`src/rtl/pipeline_sequencer_if.sv`:
```
// ---------------------------------------------------------------------------
// pipeline_sequencer_if
//   Bundles the datapath-facing signals of pipeline_sequencer. Clock and reset
//   stay as plain ports on the module.
//
//   Datapath -> sequencer (inputs of the master modport):
//     stall_request        memory unit needs another cycle; current stage holds
//     halt_request         stop after the current instruction retires
//     decoding_error       instruction in WRITEBACK is illegal
//     new_program_counter  next PC from pc_mux, valid in WRITEBACK
//     wb_rd_write_enabled  rd_mux says the instruction writes rd
//   Sequencer -> datapath (outputs of the master modport):
//     program_counter      address of the instruction being fetched
//     stage_enable         one-hot [0]FETCH [1]DECODE [2]EXECUTE [3]WRITEBACK
//     rd_commit_enable     one-cycle register-file write strobe
//     retired_count        retired instruction count (wraps)
//     halted               high while halted
//     stall_timeout        sticky stall watchdog flag
//     trap                 high while trapped
// ---------------------------------------------------------------------------
interface pipeline_sequencer_if #(
  parameter int COUNTER_WIDTH = 32
);
  logic                     stall_request;
  logic                     halt_request;
  logic                     decoding_error;
  logic [31:0]              new_program_counter;
  logic                     wb_rd_write_enabled;
  logic [31:0]              program_counter;
  logic [3:0]               stage_enable;
  logic                     rd_commit_enable;
  logic [COUNTER_WIDTH-1:0] retired_count;
  logic                     halted;
  logic                     stall_timeout;
  logic                     trap;

  // The sequencer itself.
  modport master (
    input  stall_request, halt_request, decoding_error,
           new_program_counter, wb_rd_write_enabled,
    output program_counter, stage_enable, rd_commit_enable,
           retired_count, halted, stall_timeout, trap
  );

  // The datapath side that feeds and consumes the sequencer.
  modport slave (
    output stall_request, halt_request, decoding_error,
           new_program_counter, wb_rd_write_enabled,
    input  program_counter, stage_enable, rd_commit_enable,
           retired_count, halted, stall_timeout, trap
  );
endinterface

```
`src/rtl/pipeline_sequencer.sv`:
```
// ---------------------------------------------------------------------------
// pipeline_sequencer
//   Four-phase datapath sequencer (FETCH, DECODE, EXECUTE, WRITEBACK) with
//   HALTED and TRAP states. Drives per-stage clock enables, owns the program
//   counter, gates register-file commits, counts retired instructions and
//   watches for memory stalls that last too long.
//
//   Ports:
//     clk    system clock, all state updates on posedge
//     reset  synchronous, active-high reset (wins over every other input)
//     bus    pipeline_sequencer_if.master (see the interface file for signals)
//
//   Parameters:
//     RESET_PC       program counter value loaded on reset
//     COUNTER_WIDTH  width of retired_count
//     STALL_TIMEOUT  consecutive stall cycles at which stall_timeout is set
//
//   Build option:
//     SEQUENCER_TRAP_EN  when defined, an illegal instruction or misaligned
//                        next PC at WRITEBACK completion enters TRAP, which only
//                        reset leaves. When undefined, decoding_error is ignored,
//                        trap stays 0 and misaligned PCs are masked to a word.
// ---------------------------------------------------------------------------
module pipeline_sequencer #(
  parameter logic [31:0] RESET_PC      = 32'h0,
  parameter int          COUNTER_WIDTH = 32,
  parameter int          STALL_TIMEOUT = 15
) (
  input  logic                 clk,
  input  logic                 reset,
  pipeline_sequencer_if.master bus
);

  localparam int SCW = (STALL_TIMEOUT < 2) ? 1 : $clog2(STALL_TIMEOUT + 1);
  localparam logic [SCW-1:0]           STALL_MAX = SCW'(STALL_TIMEOUT);
  localparam logic [SCW-1:0]           STALL_ONE = SCW'(1);
  localparam logic [COUNTER_WIDTH-1:0] COUNT_ONE = COUNTER_WIDTH'(1);

  // Encodings 0..3 double as the stage_enable bit index of each stage.
  typedef enum logic [2:0] {
    ST_FETCH     = 3'd0,
    ST_DECODE    = 3'd1,
    ST_EXECUTE   = 3'd2,
    ST_WRITEBACK = 3'd3,
    ST_HALTED    = 3'd4,
    ST_TRAP      = 3'd5
  } state_t;

  state_t                   state_reg;
  state_t                   state_next;
  logic [31:0]              pc_reg;
  logic [3:0]               stage_enable_reg;
  logic                     rd_commit_enable_reg;
  logic [COUNTER_WIDTH-1:0] retired_count_reg;
  logic                     halted_reg;
  logic                     stall_timeout_reg;
  logic                     trap_reg;
  logic [SCW-1:0]           stall_cnt_reg;

  logic                     stage_active;
  logic                     wb_complete;
  logic                     trap_cond;
  logic [SCW-1:0]           stall_cnt_inc;
  logic [3:0]               stage_onehot_next;

  // Stalls only count while one of the four pipeline stages is running;
  // HALTED and TRAP ignore stall_request.
  assign stage_active  = (state_reg != ST_HALTED) && (state_reg != ST_TRAP);
  assign wb_complete   = (state_reg == ST_WRITEBACK) && !bus.stall_request;
  assign stall_cnt_inc = stall_cnt_reg + STALL_ONE;

`ifdef SEQUENCER_TRAP_EN
  assign trap_cond = bus.decoding_error || (bus.new_program_counter[1:0] != 2'b00);
`else
  assign trap_cond = 1'b0;
  // Without traps these bits are intentionally dropped.
  logic unused_trap_inputs;
  assign unused_trap_inputs = ^{bus.decoding_error, bus.new_program_counter[1:0]};
`endif

  always_comb begin
    state_next = state_reg;
    case (state_reg)
      ST_FETCH:     if (!bus.stall_request) state_next = ST_DECODE;
      ST_DECODE:    if (!bus.stall_request) state_next = ST_EXECUTE;
      ST_EXECUTE:   if (!bus.stall_request) state_next = ST_WRITEBACK;
      ST_WRITEBACK: begin
        // A stall in WRITEBACK wins over halt; halt is looked at again on
        // the cycle the instruction actually completes.
        if (!bus.stall_request) begin
          if (trap_cond)             state_next = ST_TRAP;
          else if (bus.halt_request) state_next = ST_HALTED;
          else                       state_next = ST_FETCH;
        end
      end
      ST_HALTED:    if (!bus.halt_request) state_next = ST_FETCH;
      ST_TRAP:      state_next = ST_TRAP;
      default:      state_next = ST_FETCH;
    endcase
  end

  // stage_enable is registered from the next state so it always matches the
  // state it is reported alongside.
  generate
    for (genvar gi = 0; gi < 4; gi++) begin : g_stage_onehot
      assign stage_onehot_next[gi] = (state_next == state_t'(gi));
    end
  endgenerate

  always_ff @(posedge clk) begin
    if (reset) begin
      state_reg            <= ST_FETCH;
      pc_reg               <= RESET_PC;
      stage_enable_reg     <= 4'b0001;
      rd_commit_enable_reg <= 1'b0;
      retired_count_reg    <= '0;
      halted_reg           <= 1'b0;
      stall_timeout_reg    <= 1'b0;
      trap_reg             <= 1'b0;
      stall_cnt_reg        <= '0;
    end else begin
      state_reg            <= state_next;
      stage_enable_reg     <= stage_onehot_next;
      halted_reg           <= (state_next == ST_HALTED);
      trap_reg             <= (state_next == ST_TRAP);
      rd_commit_enable_reg <= 1'b0;

      // Retirement: the commit strobe lands in the cycle after WRITEBACK.
      if (wb_complete && !trap_cond) begin
        pc_reg               <= {bus.new_program_counter[31:2], 2'b00};
        retired_count_reg    <= retired_count_reg + COUNT_ONE;
        rd_commit_enable_reg <= bus.wb_rd_write_enabled;
      end

      // Stall watchdog: saturating counter, sticky flag.
      if (bus.stall_request && stage_active) begin
        if (stall_cnt_reg != STALL_MAX) begin
          stall_cnt_reg <= stall_cnt_inc;
          if (stall_cnt_inc == STALL_MAX) stall_timeout_reg <= 1'b1;
        end
      end else begin
        stall_cnt_reg <= '0;
      end
    end
  end

  assign bus.program_counter  = pc_reg;
  assign bus.stage_enable     = stage_enable_reg;
  assign bus.rd_commit_enable = rd_commit_enable_reg;
  assign bus.retired_count    = retired_count_reg;
  assign bus.halted           = halted_reg;
  assign bus.stall_timeout    = stall_timeout_reg;
  assign bus.trap             = trap_reg;

endmodule
```
`src/flat_wrapper.sv`:
```
// flat-port wrapper written by rule: the top's interface ports become plain ports
module pipeline_sequencer_flat 
#(
  parameter logic [31:0] RESET_PC      = 32'h0,
  parameter int          COUNTER_WIDTH = 32,
  parameter int          STALL_TIMEOUT = 15
)
  (clk, reset, bus_stall_request, bus_halt_request, bus_decoding_error, bus_new_program_counter, bus_wb_rd_write_enabled, bus_program_counter, bus_stage_enable, bus_rd_commit_enable, bus_retired_count, bus_halted, bus_stall_timeout, bus_trap);
  pipeline_sequencer_if #(.COUNTER_WIDTH(COUNTER_WIDTH)) bus_i ();
  input  logic clk;
  input  logic reset;
  input wire logic [$bits(bus_i.stall_request)-1:0] bus_stall_request;
  input wire logic [$bits(bus_i.halt_request)-1:0] bus_halt_request;
  input wire logic [$bits(bus_i.decoding_error)-1:0] bus_decoding_error;
  input wire logic [$bits(bus_i.new_program_counter)-1:0] bus_new_program_counter;
  input wire logic [$bits(bus_i.wb_rd_write_enabled)-1:0] bus_wb_rd_write_enabled;
  output wire logic [$bits(bus_i.program_counter)-1:0] bus_program_counter;
  output wire logic [$bits(bus_i.stage_enable)-1:0] bus_stage_enable;
  output wire logic [$bits(bus_i.rd_commit_enable)-1:0] bus_rd_commit_enable;
  output wire logic [$bits(bus_i.retired_count)-1:0] bus_retired_count;
  output wire logic [$bits(bus_i.halted)-1:0] bus_halted;
  output wire logic [$bits(bus_i.stall_timeout)-1:0] bus_stall_timeout;
  output wire logic [$bits(bus_i.trap)-1:0] bus_trap;
  assign bus_i.stall_request = bus_stall_request;
  assign bus_i.halt_request = bus_halt_request;
  assign bus_i.decoding_error = bus_decoding_error;
  assign bus_i.new_program_counter = bus_new_program_counter;
  assign bus_i.wb_rd_write_enabled = bus_wb_rd_write_enabled;
  assign bus_program_counter = bus_i.program_counter;
  assign bus_stage_enable = bus_i.stage_enable;
  assign bus_rd_commit_enable = bus_i.rd_commit_enable;
  assign bus_retired_count = bus_i.retired_count;
  assign bus_halted = bus_i.halted;
  assign bus_stall_timeout = bus_i.stall_timeout;
  assign bus_trap = bus_i.trap;
  pipeline_sequencer #(.RESET_PC(RESET_PC), .COUNTER_WIDTH(COUNTER_WIDTH), .STALL_TIMEOUT(STALL_TIMEOUT)) u_core (.clk(clk), .reset(reset), .bus(bus_i));
endmodule
```
`config.mk`:
```
export PLATFORM = sky130hd
export DESIGN_NAME = pipeline_sequencer_flat
export DESIGN_NICKNAME = d
export VERILOG_FILES = /design/src/rtl/pipeline_sequencer_if.sv /design/src/rtl/pipeline_sequencer.sv /design/src/flat_wrapper.sv
export SDC_FILE = /design/constraint.sdc
export NUM_CORES = 1
export LEC_CHECK = 0
export ABC_AREA = 1
export CAP_MARGIN = 0
export CORE_UTILIZATION = 46
export CTS_CLUSTER_DIAMETER = 50
export DETAILED_ROUTE_END_ITERATION = 10
export PLACE_DENSITY = 0.8
export SYNTH_ARGS = -nofsm -noshare
export SYNTH_HDL_FRONTEND = slang
export SYNTH_SLANG_ARGS = --single-unit
```
`constraint.sdc`:
```
create_clock -name clk -period 1.81 [get_ports clk]
set_input_delay 0.181 -clock clk [delete_from_list [all_inputs] [get_ports clk]]
set_output_delay 0.181 -clock clk [all_outputs]
set_load 0.02 [all_outputs]
```
==> results.json, run 1 <==
{
  "crit_end": "bus_retired_count[20]",
  "crit_path_end_kind": "primary output",
  "status": "finished clean",
  "power.switching_mw": 0.7468,
  "fin_skew_ns": 0.01021,
  "grt_max_degree": 54,
  "critPathLaunch": "u_core.bus.retired_count[20]$_SDFFE_PP0P_",
  "overflow": 0,
  "busiest_layer": "met2",
  "drtPass1Iterations": 4,
  "fin_nets": 615,
  "arrival_ns": 1.44,
  "cts_tree": "yes",
  "first_global_vias": 3136,
  "drtIter0Drc": 195,
  "ctsHoldBuffers": 0,
  "period_share_pct": 89.72,
  "clk_path_buf_depth": 2,
  "antenna_found_initial": 0,
  "reg2reg_from": "u_core.bus.retired_count[0]$_SDFFE_PP0P_",
  "pwr-share-seq_pct": 51.9,
  "reg2reg_depth": 8,
  "core_area_um2": 6869,
  "grt_pass1_wl_um": 13610,
  "track_usage_pct": 23.01,
  "globalplace.congestion": 0.8707,
  "area_growth_pct": 40.67,
  "powerDensity_nw_per_um2": 720.1,
  "fillers": 604,
  "die_area_um2": 7559,
  "io_buffers": 104,
  "worst_path_largest_cell_delay_ns": 0.65,
  "start_util_pct": 48.32,
  "vdd_drop_max_mv": 0.4228,
  "yosysWarnings": 0,
  "critPathMaxFanout": 6,
  "rr_endpoint": "u_core.bus.retired_count[22]$_SDFFE_PP0P_",
  "swShare_pct": 22.21,
  "cts_buffers": 9,
  "dpl_cell_area_um2": 4471,
  "drv_slew": 0,
  "use_met3_pct": 9.479,
  "die_h_um": 86.95,
  "setup-violations-final": 0,
  "crit_cells": 1,
  "fin_area_um2": 4669,
  "rows": 30,
  "crit_family": "buffers and inverters",
  "post_cts_buffers": 0,
  "cp-start-kind": "flip-flop",
  "synth.cell_area_um2": 3319,
  "power.leakage_nw": 1.866,
  "antenna_cells": 0,
  "grt_util_met2_pct": 37.72,
  "postSynthCellCount": 468,
  "required_ns": 1.63,
  "max_freq_ghz": 0.6158,
  "cts_resized": 0,
  "comb_power_share_pct": 8.9,
  "cts.sinks": 77,
  "met1_usage_pct": 26.50,
  "drv_cap": 0,
  "wl_per_cell_um": 12.04,
  "hold_class": "in -> reg",
  "largest_register_ffs": 32,
  "clkPwrFrac_pct": 39.2,
  "via_per_inst": 4.892,
  "die_w_um": 86.95,
  "cts-root-buf": "clkbuf_8",
  "timing.setup.tns_ns": 0,
  "ys_ff_latch": 77,
  "vias": 3292,
  "clk_pin_slew_ns": 0.07,
  "ant_nets": 0,
  "crit_path_cell_trace": "clkdlybuf4s50_1",
  "rrSetupSlack_ns": 0.24,
  "critical_path_class": "reg -> out",
  "h-tree-depth": 3,
  "drive_gt1_share_pct": 5.026,
  "critPathBufInv": 1,
  "grt_setup_unrepaired": "false",
  "clock_latency_ns": 0.35,
  "syn_area_per_cell_um2": 7.093,
  "ys_seq_area_share_pct": 46.44,
  "critPathSlowestCell": "clkdlybuf4s50_1",
  "dpl.hpwl_um": 5791,
  "fin_crit_ns": 1.624,
  "hold_violations": 0,
  "ys_types": 26,
  "drc_errors": 0,
  "pin_count": 110,
  "p_int_mw": 2.616,
  "routed_wl_um": 8101
}
## power by group through the flow
stage / Clock (mW) / Combinational [mW] / Sequential [mW]
after floorplan: 0 / 0.112 / 1.82
after global placement: 0 / 0.291 / 1.78
after CTS: 1.34 / 0.302 / 1.75
after global routing: 1.41 / 0.328 / 1.75
final: 1.32 / 0.299 / 1.75
after detailed placement: 0 / 0.299 / 1.79
## stage by stage
step	hold WS (ns)	worst slack, ns	cells	power, mW	utilization [%]
2_1_floorplan	0.3093	0.3194	469	1.929	-
3_3_place_gp	0.4428	0.1307	659	2.075	65.08
3_5_place_dp	0.4448	0.07815	659	2.084	65.08
5_1_grt	0.4053	0.05880	673	3.485	67.98
4_1_cts	0.3895	0.1692	673	3.385	67.98
6_report	0.4014	0.1860	673	3.362	67.98
## cell families (layout without fill, tap and decap cells)
logic type	count (synthesis)	after routing	synth area share, %
AO/OA/AOI/OAI	62	62	9.687
XOR/XNOR	7	7	1.847
adder cells (fa/ha/maj)	3	3	1.131
buffers and inverters	71	179	8.254
flip-flops	77	77	46.44
other	1	2	0.1130
AND/OR/NAND/NOR	247	247	32.53
## worst min-delay path by stage
stage,from,end,depth (start not counted)
floorplan,bus_wb_rd_write_enabled,u_core.bus.rd_commit_enable$_SDFF_PP0_,2
global placement,u_core.bus.stall_timeout$_SDFFE_PP0P_,u_core.bus.stall_timeout$_SDFFE_PP0P_,2
detailed placement,u_core.bus.stall_timeout$_SDFFE_PP0P_,u_core.bus.stall_timeout$_SDFFE_PP0P_,2
CTS,bus_wb_rd_write_enabled,u_core.bus.rd_commit_enable$_SDFF_PP0_,3
global route,bus_wb_rd_write_enabled,u_core.bus.rd_commit_enable$_SDFF_PP0_,3
finish,bus_wb_rd_write_enabled,u_core.bus.rd_commit_enable$_SDFF_PP0_,3
## synthesized netlist by cell type, drive strengths merged
| cell | n | area share [%] |
|---|---|---|
| a21o | 1 | 0.23 |
| a21oi | 16 | 2.4 |
| nor2 | 125 | 16 |
| inv | 56 | 6.3 |
| o21a | 3 | 0.68 |
| nand3 | 30 | 5.1 |
| o22ai | 1 | 0.19 |
| dfxtp | 77 | 46 |
| xnor2 | 1 | 0.26 |
| nand4 | 11 | 2.1 |
| buf | 6 | 0.90 |
| conb | 1 | 0.11 |
| xor2 | 6 | 1.6 |
| clkbuf | 9 | 1.0 |
| nand2 | 73 | 8.5 |
| o21ai | 41 | 6.2 |
| and3 | 1 | 0.19 |
| ha | 3 | 1.1 |
| nor3 | 7 | 1.2 |
## routing by layer
| metal | wire length, µm | part of all wire, % |
|---|---|---|
| met1 | 3429 | 42 |
| met5 | 0 | 0 |
| met4 | 122 | 1.5 |
| met2 | 3816 | 47 |
| met3 | 732 | 9.0 |
## placed cells by master, fill, tap and decap left out
cell             netlist  routed
buf_12                 0       1
bufinv_16              0       1
o21a_1                 3       3
o22ai_1                1       1
xnor2_1                1       1
nor2_1               120     120
nand2_2                3       3
buf_4                  2       4
ha_1                   3       3
dfxtp_1               77      77
nand3_2                1       1
inv_1                 56      56
and3_1                 1       1
o21ai_0               41      41
xor2_1                 6       6
a21oi_1               16      16
clkbuf_8               0      12
conb_1                 1       2
nor2_4                 4       4
clkdlybuf4s50_1        0     104
nand3_4                1       1
a21o_1                 1       1
nand2_1               70      70
nor3_2                 1       1
nand4_1               11      11
nand3_1               28      28
clkbuf_1               9       1
nor2_8                 1       1
nor3_1                 6       6
## final cells by class
type | instances | area [µm²] | share of cell area [%]
Clock buffer | 13 | 168.9 | 3.617
Tap cell | 96 | 120.1 | 2.572
Inverter | 56 | 210.2 | 4.502
Clock inverter | 1 | 30.03 | 0.6431
Sequential cell | 77 | 1541 | 33.01
Multi-Input combinational cell | 321 | 1508 | 32.29
Timing Repair Buffer | 109 | 1091 | 23.37
## worst reg2reg max path, stage by stage, from the launching register on
cell	delay (ns)
dfxtp_1	0.41
ha_1	0.19
nand3_1	0.11
inv_1	0.14
nand3_2	0.12
nor2_4	0.22
nand2_1	0.12
nor2_1	0.13
nor2_1	0.06
(Power assumes the default switching activity.)
==> inputs of run 2 (changes only) <==
--- a/config.mk
+++ b/config.mk
@@ -8,9 +8,11 @@
 export ABC_AREA = 1
 export CAP_MARGIN = 0
 export CORE_UTILIZATION = 46
+export CTS_BUF_LIST = sky130_fd_sc_hd__clkbuf_16
 export CTS_CLUSTER_DIAMETER = 50
 export DETAILED_ROUTE_END_ITERATION = 10
 export PLACE_DENSITY = 0.8
+export RECOVER_POWER = 50
 export SYNTH_ARGS = -nofsm -noshare
 export SYNTH_HDL_FRONTEND = slang
 export SYNTH_SLANG_ARGS = --single-unit
==> results.json, run 2 (synthesized netlist as in run 1, its figures left out) <==
{
  "final_common_cell": "nor2_1",
  "globalplace.congestion": 0.8707,
  "antenna_cells": 0,
  "clkPwrFrac_pct": 45.0,
  "comb_power_share_pct": 7.9,
  "hold_violations": 0,
  "fin_area_um2": 4731,
  "track_usage_pct": 23.73,
  "critPathSlowestCell": "dlygate4sd3_1",
  "timing.setup.tns_ns": 0,
  "critPathMaxFanout": 8,
  "grt_setup_unrepaired": "false",
  "rows": 30,
  "drc_errors": 0,
  "start_util_pct": 48.32,
  "dpl.hpwl_um": 5791,
  "vdd_drop_max_mv": 0.4519,
  "drtPass1Iterations": 4,
  "required_ns": 2.08,
  "swShare_pct": 21.72,
  "dpl_cell_area_um2": 4471,
  "ctsHoldBuffers": 0,
  "power.leakage_nw": 1.977,
  "power.switching_mw": 0.8064,
  "overflow": 0,
  "die_w_um": 86.95,
  "drtIter0Drc": 221,
  "layout_common_cells": "nor2_1, clkdlybuf4s50_1, dfxtp_1",
  "cts-root-buf": "clkbuf_16",
  "critPathBufInv": 3,
  "dp.cells": 659,
  "arrival_ns": 1.90,
  "grt_max_degree": 54,
  "die_area_um2": 7559,
  "hold_class": "in -> reg",
  "drv_cap": 0,
  "h-tree-depth": 3,
  "fin_crit_ns": 1.628,
  "crit_path_end_kind": "flip-flop",
  "io_buffers": 104,
  "ant_nets": 0,
  "clock_latency_ns": 0.33,
  "core_area_um2": 6869,
  "cts_buffers": 9,
  "vias": 3322,
  "crit_path_cell_trace": "dlygate4sd3_1 -> inv_1 -> nand2_1 -> nor2_8 -> nand3_4 -> nor2_2 -> nand3_1 -> nand2_1 -> inv_1 -> nor2_1",
  "relSlewSlack_pct": 64.54,
  "via_per_inst": 4.936,
  "status": "finished clean",
  "first_global_vias": 3156,
  "worst_slack_ns": 0.1817,
  "crit_family": "simple AND/OR/NAND/NOR gates",
  "antenna_found_initial": 0,
  "pwr-share-seq_pct": 47.1,
  "routed_wl_um": 8396,
  "cts_tree": "yes",
  "setup-violations-final": 0,
  "cts_resized": 0,
  "fin_cells": 673,
  "wl_per_cell_um": 12.48,
  "p_int_mw": 2.906,
  "max_freq_ghz": 0.6141,
  "area_growth_pct": 42.52,
  "cts.sinks": 77,
  "clk_pin_slew_ns": 0.06,
  "worst_path_largest_cell_delay_ns": 0.57,
  "cp-start-kind": "input port",
  "clk_path_buf_depth": 2,
  "grt_pass1_wl_um": 14010,
  "drv_slew": 0,
  "critical_path_class": "in -> reg",
  "die_h_um": 86.95,
  "drive_gt1_share_pct": 4.333,
  "fin_skew_ns": 0.007555,
  "powerDensity_nw_per_um2": 784.8,
  "pin_count": 110,
  "largest_register_ffs": 32,
  "period_share_pct": 89.96,
  "post_cts_buffers": 0,
  "worst_pin_slew_ns": 0.5318,
  "place_ws_ns": 0.07815,
  "fin_nets": 615
}
run 2: final cells by class:
type	count	area, µm²
tap	96	120.1
clock inverter	5	45.04
multi-input combinational	321	1500
inverter	56	210.2
sequential	77	1541
timing repair buffer	109	1089
clock buffer	9	225.2
fill	589	2138
run 2: path summary, 6_finish.rpt:
kind	slack, ns	from	depth (start not counted)	endpoint
worst max-delay path	0.18	bus_stall_request	10	u_core.bus.retired_count[31]$_SDFFE_PP0P_
worst min-delay path	0.42	bus_wb_rd_write_enabled	3	u_core.bus.rd_commit_enable$_SDFF_PP0_
worst max register to register	0.23	u_core.bus.retired_count[0]$_SDFFE_PP0P_	9	u_core.bus.retired_count[26]$_SDFFE_PP0P_
worst min register to register	0.45	u_core.bus.stall_timeout$_SDFFE_PP0P_	2	u_core.bus.stall_timeout$_SDFFE_PP0P_
run 2: stage by stage:
step	power [mW]	hold WS [ns]	utilization (%)
2_1_floorplan	1.929	0.3093	-
3_3_place_gp	2.075	0.4428	65.08
3_5_place_dp	2.084	0.4448	65.08
4_1_cts	3.742	0.4127	69.02
5_1_grt	3.831	0.4343	68.87
6_report	3.713	0.4171	68.87
run 2: worst register-to-register path, stage by stage (launching register included):
cell and delay (ns):
dfxtp_1 0.40, ha_1 0.19, nand3_1 0.11, inv_1 0.14
nand3_2 0.12, nor2_4 0.22, nand3_1 0.13, nand2_1 0.09
inv_1 0.04, nor2_1 0.09
run 2: power groups by stage:
stage	Clock, mW	Combinational [mW]	Sequential [mW]
final	1.67	0.293	1.75
after global routing	1.76	0.322	1.75
after CTS	1.69	0.302	1.75
after detailed placement	0	0.299	1.79
after global placement	0	0.291	1.78
after floorplan	0	0.112	1.82
run 2: metal layers:
layer | global-route usage, % | up-vias | wire [µm]
li1 | - | 1677 | -
met3 | 9.479 | 16 | 789
met1 | 27.01 | 1509 | 3502
met2 | 39.87 | 120 | 3972
met5 | 0 | - | 0
met4 | 9.091 | 0 | 132
